File: config.mk
export PLATFORM = sky130hd
export DESIGN_NAME = serial_subtractor
export DESIGN_NICKNAME = d
export VERILOG_FILES = /design/src/rtl/serial_subtractor_pkg.sv /design/src/rtl/full_subtractor_bit.sv /design/src/rtl/serial_subtractor.sv
export SDC_FILE = /design/constraint.sdc
export NUM_CORES = 1
export LEC_CHECK = 0
export BUFFER_PORTS_ARGS = -buffer_cell sky130_fd_sc_hd__buf_2
export CORE_ASPECT_RATIO = 0.75
export CORE_MARGIN = 5
export CORE_UTILIZATION = 46
export CTS_CLUSTER_DIAMETER = 60
export CTS_CLUSTER_SIZE = 25
export DETAILED_ROUTE_END_ITERATION = 6
export GPL_TIMING_DRIVEN = 0
export PLACE_DENSITY = 0.7
export SLEW_MARGIN = 30
export SYNTH_ARGS = -nofsm -noshare
export SYNTH_HDL_FRONTEND = slang
export SYNTH_SLANG_ARGS = --single-unit
File: constraint.sdc
create_clock -name clk -period 2.1 [get_ports clk]
set_clock_uncertainty 0.1 [all_clocks]
set_input_delay 0.315 -clock clk [delete_from_list [all_inputs] [get_ports clk]]
set_output_delay 0.315 -clock clk [all_outputs]
set_load 0.02 [all_outputs]
File: src/rtl/serial_subtractor_pkg.sv
// Shared state encoding for the bit-serial subtractor.
package serial_subtractor_pkg;

   typedef enum logic [1:0] {
      S_IDLE = 2'd0,
      S_RUN  = 2'd1,
      S_DONE = 2'd2
   } state_t;

endpackage

File: src/rtl/full_subtractor_bit.sv
// One-bit full subtractor cell: d = a - b - bin, with borrow-out.
// Purely combinational, zero latency, no flow control.
module full_subtractor_bit (
   input  logic a,
   input  logic b,
   input  logic bin,
   output logic d,
   output logic bout
);

   assign d    = a ^ b ^ bin;
   assign bout = (~a & b) | (~(a ^ b) & bin);

endmodule

File: src/rtl/serial_subtractor.sv
// LSB-first serial subtractor: first - second - bin, one bit per clock; done pulses WIDTH+1 cycles after start.
// No backpressure: start is honoured only in IDLE and ignored (not queued) while RUN or DONE.
module serial_subtractor
   import serial_subtractor_pkg::*;
#(
   parameter int WIDTH = 8
) (
   input  logic             clk,
   input  logic             rst_n,
   input  logic             start,
   input  logic [WIDTH-1:0] first,
   input  logic [WIDTH-1:0] second,
   input  logic             bin,
   output logic             busy,
   output logic             done,
   output logic [WIDTH-1:0] diff,
   output logic             bout
);

   localparam int CW = $clog2(WIDTH);
   localparam logic [CW-1:0] LAST = CW'(WIDTH - 1);

   state_t           state;
   logic [WIDTH-1:0] a_sh;
   logic [WIDTH-1:0] b_sh;
   logic             br;
   logic [CW-1:0]    cnt;
   logic             d;
   logic             br_next;

   full_subtractor_bit u_cell (
      .a    (a_sh[0]),
      .b    (b_sh[0]),
      .bin  (br),
      .d    (d),
      .bout (br_next)
   );

   always_ff @(posedge clk or negedge rst_n) begin
      if (!rst_n) begin
         state <= S_IDLE;
         a_sh  <= '0;
         b_sh  <= '0;
         br    <= 1'b0;
         cnt   <= '0;
         diff  <= '0;
         bout  <= 1'b0;
      end else begin
         case (state)
            S_IDLE: begin
               if (start) begin
                  a_sh  <= first;
                  b_sh  <= second;
                  br    <= bin;
                  cnt   <= '0;
                  diff  <= '0;
                  bout  <= 1'b0;
                  state <= S_RUN;
               end
            end
            S_RUN: begin
               // Result bits enter at the MSB so the LSB lands at bit 0 after WIDTH shifts.
               a_sh <= a_sh >> 1;
               b_sh <= b_sh >> 1;
               diff <= {d, diff[WIDTH-1:1]};
               br   <= br_next;
               cnt  <= cnt + CW'(1);
               if (cnt == LAST) begin
                  bout  <= br_next;
                  state <= S_DONE;
               end
            end
            S_DONE: state <= S_IDLE;
            default: state <= S_IDLE;
         endcase
      end
   end

   assign busy = (state == S_RUN);
   assign done = (state == S_DONE);

endmodule

Yosys cells after proc, flatten, opt, wreduce, memory -nomap -nowiden:

Cells that the tools add are included.
Widths: inputs -> output; s select.

* output and inout bits: 11
* flip-flop bits (word level): 31
* input port bits: 20

* equality and inequality tests: 5
* reduce and logical (&&, ||, !) cells: 5
* multiplexer cells: 16
* add/subtract/negate cells: 1
* bitwise gates (word level): 7

Operator list (count)
* $pmux 8 s2: 3
* $mux 8: 3
* $pmux 3 s2: 1
* $mux 2: 2
* $pmux 1 s2: 2
* $pmux 2 s2: 1
* $reduce_and 2->1: 2
* $add 3x1->3 const B: 1
* $eq 3x3->1 const B: 1
* $mux 1: 3
* $mux 3: 1
* $reduce_and 3->1: 1
* $and 1x1->1: 2
* $eq 2x1->1 const B: 1
* $eq 2x2->1 const B: 1
* $logic_not 2->1: 1
* $ne 2x1->1 const B: 1
* $ne 2x2->1 const B: 1
* $not 1->1: 2
* $reduce_bool 2->1: 1
* $xor 1x1->1: 2
* $or 1x1->1: 1

Longest topological paths before layout:

* word-level depth: 6
* gate-level depth with buffers: 6
* gate-level depth less buffers: 4

Modules after synthesis:

From an unflattened synthesis, not the netlist that was laid out.

* cells, all modules: 128
* area total of the unflattened synthesis: 1420.1 um^2

Modules (own cells, without submodules)
* serial_subtractor: times used 1, cells an instance 124, area an instance 1388.8 um^2
* full_subtractor_bit: times used 1, cells an instance 4, area an instance 31.3 um^2

Worst setup path before layout:

OpenSTA, ideal clock, no wires.

* path kind: register -> output
* start point: register state[1]
* end point: output done
* path buffers: 2
* arrival: 0.967 ns
* stages on the path, launching flop included: 5
* setup slack: 0.718 ns
* data required time: 1.685 ns
* cells stage by stage: dfrtp_1 buf_6 inv_1 buf_2 nor2_1

* longest elaborated chain between the ends: 1

Ends and longest elaborated chain
* from (decl): line serial_subtractor.sv:23 `state_t state;`
* from (signal assigned): line serial_subtractor.sv:41 `state <= S_IDLE;`
* from (signal assigned): line serial_subtractor.sv:58 `state <= S_RUN;`
* from (signal assigned): line serial_subtractor.sv:70 `state <= S_DONE;`
* $eq 2x2->1: line serial_subtractor.sv:80 `assign done = (state == S_DONE);`
* to (decl): line serial_subtractor.sv:15 `output logic done,`

No other way between the ends.

Worst setup path in the final report:

Same ends and word-level chain as after synthesis.

==> results.md <==
* CP Launch Type: register
* Site Rows at 17
* Commonest cells in the netlist: dfrtp_1, o22ai_1, a21oi_1
* Synth warn at 0
* Compound-Gate Fraction of Synth Area at 28.1%
* #FFs+latches synth at 31
* Initial antenna violation count at 0
* H-tree lvl count at 2
* Maximum clock path buffer count at 2
* Relative slew slack at 54.6%
* DR WL/cell at 15.4 um
* Post-synth top area share at 54.8%
* Met1 usage in global routing at 21.8%
* Synth Area in Simple Gates at 6.18%
* Vias post-DR at 1190
* Mux share of post-synthesis cell area at 0%
* Root Driver: clkbuf_8
* Crit share post-route at 87.6%
* GR peak layer: met2
* Vias in the first global route at 1227
* Worst reg2reg startpoint: state[1]
* R2R depth at 5
* Unrepaired setup endpoints after global routing: false
* Max_cap viols at 0
* # nets final at 189
* CTS tree: yes
* Leak at 0.806 nW
* Die area at 0.00430 mm^2
* Critical path endpoint: done
* N_diodes at 0
* Most instantiated library cell after synthesis: dfrtp_1
* Combinational Power Share at 42.3%
* Average size of a mapped cell at 11.1 um^2
* Area Overhead vs Synth at 19.8%
* Worst setup path start: state[1]
* Pwr Density at 1520 mW/mm^2
* R2r setup slk at 0.69 ns
* Final instance area at 0.00170 mm^2
* Post-synth EDFFs at 0
* Crit path time final at 1.84 ns
* Total track usage at 16.8%
* Clk sinks at 31
* Setup crit end kind: output pin
* Main flop type after synthesis: dfrtp_1
* Unique masters post-synth at 24
* Drt drc at 0
* Initial core utilization at 47.9%
* Part of the power in registers at 41.4%
* Net count after synthesis at 151
* Proportion of layout cells with a drive suffix above 1 at 30.3%
* CTS clk-pin slew, worst paths at 0.06 ns
* Final Hold Vio Count at 0
* Clock Power Share at 16.4%
* IO buf count at 30
* Final-report setup violation count at 0
* Max Clock Freq at 0.544 GHz
* CTS buffer count at 5
* Fin Setup TNS at 0 ns
* Chip Width at 74.1 um
* Max VDD drop at 0.000568 V
* Worst setup path class: reg2out
* Largest cells by area after synthesis: dfrtp_1, o22ai_1, a22o_1
* Initial DRC count at 114
* First-pass DRT Iterations at 4
* Post-Route WL at 3130 um
* Synth Instances at 128
* Die height at 58.1 um
* Final count of pins violating max slew at 0
* Routability cong. at 0.762
* Largest net degree at the start of global routing at 32
* Met3 Track Usage GR at 5.20%
* Ports at 31
* HPWL after DPL at 2250 um
* Post-synthesis adder-cell area fraction at 3.18%
* Vias/cell at 5.86
* Multi-input gate area at 531 um^2
* Placed inst area at 0.00161 mm^2
* Main combinational cell family by area after synthesis: compound AO/OA/AOI/OAI gates
* Placeable Area at 0.00296 mm^2
* Post-Synth XOR/XNOR Area at 0%
* Switching Share at 38.6%
* Post-DRT Antenna Nets at 0
* Worst-path fanout max at 10
* Sw Pwr at 0.999 mW
* Worst reg2reg path endpoint: a_sh[6]
* Routing usage on met2 at 25.9%
* First-pass GRT wire length at 5510 um
* FILL cells at 264
* Min-Delay Path Class: in2reg
* Slew @ Worst Pin at 0.681 ns
* Area of the mapped netlist at 0.00142 mm^2
* Internal Power at 1.59 mW
* Crit path DAT at 1.42 ns
* Ys async rst share at 100%
* Cell accounting for the most synthesized area: dfrtp_1
* Clock Latency Late Sink at 0.28 ns
* Status: complete, no violations
* Gr ovfl total at 0
* Req. time, crit path at 1.68 ns
* Seq. cell area at 776 um^2
* Post-synthesis sequential area ratio at 54.8%
==> cell usage in the layout (no fill, tap or decap), drive strengths merged, types with 2 or more instances in the layout <==
cell    Yosys  routed
buf        11      41
dfrtp      31      31
o22ai      26      26
a21oi      15      15
a22o       10      10
inv         7       7
o21ai       6       6
clkbuf      0       6
nand2       5       5
nand2b      4       4
nor2        2       2
ha          2       2
==> area by class of cell <==
type                            count  area share, %
Inverter                            7           1.70
Multi-Input combinational cell     79           31.3
Buffer                             11           4.79
Tap cell                           38           2.80
Sequential cell                    31           45.7
Clock buffer                        6           4.28
Timing Repair Buffer               31           9.44
==> worst max-delay path, cell delays in order (launching register included) <==
cell,delay (ns)
dfrtp_1,0.37
buf_6,0.14
inv_1,0.16
buf_2,0.26
nor2_1,0.06
buf_2,0.16
==> routing by layer <==
layer,vias up,share of wire (%)
met5,-,0
met4,0,1.7
met3,6,5.9
met2,38,47
met1,589,46
li1,557,-
==> what timing repair did <==
item | 4_1_cts | 5_1_grt
hold buffers | 1 | 0
resized for setup | 0 | 0
endpoints found under the hold margin | 7 | 0
endpoints found under the setup margin | 0 | 0
buffers inserted | 0 | 0
==> how the worst min path moves through the flow <==
| stage | start | end | slack (ns) | cells past startpoint |
|---|---|---|---|---|
| 2_1_floorplan | rst_n | a_sh[0] | -0.08 | 0 |
| 3_3_place_gp | rst_n | a_sh[5] | 0.29 | 1 |
| 3_5_place_dp | rst_n | a_sh[5] | 0.30 | 1 |
| 4_1_cts | first[7] | a_sh[7] | 0.18 | 3 |
| 5_1_grt | first[7] | a_sh[7] | 0.19 | 3 |
| 6_report | first[7] | a_sh[7] | 0.18 | 3 |
==> per-stage QoR <==
| step | hold slack (ns) | instances | power, mW | utilization (%) | worst slack (ns) |
|---|---|---|---|---|---|
| 2_1_floorplan | -0.0806 | 128 | 1.87 | - | 0.718 |
| 3_3_place_gp | 0.286 | 196 | 2.13 | 54.6 | 0.577 |
| 3_5_place_dp | 0.296 | 196 | 2.18 | 54.6 | 0.570 |
| 4_1_cts | 0.177 | 203 | 2.61 | 57.4 | 0.262 |
| 5_1_grt | 0.192 | 203 | 2.79 | 57.4 | 0.171 |
| 6_report | 0.180 | 203 | 2.59 | 57.4 | 0.261 |
==> state kept, by name, summed over array words and instances (netlist names) <==
name   flops
diff       8
bout       1
cnt        3
b_sh       8
a_sh       8
state      2
br         1
==> power by group through the flow <==
stage / Combinational [mW] / Sequential [mW] / Clock (mW)
floorplan: 0.738 / 1.13 / 0
finish: 1.09 / 1.07 / 0.423
global route: 1.23 / 1.11 / 0.458
detailed placement: 1.10 / 1.08 / 0
CTS: 1.11 / 1.07 / 0.430
global placement: 1.07 / 1.06 / 0
==> cells by family (layout without fill, tap and decap cells) <==
kind of cell    count (synthesis)  in the layout
compound gates                 61             61
flops                          31             31
simple gates                   15             15
buf+inv                        18             55
fa+ha+maj                       3              3
Power figures use the tool's default switching activity.
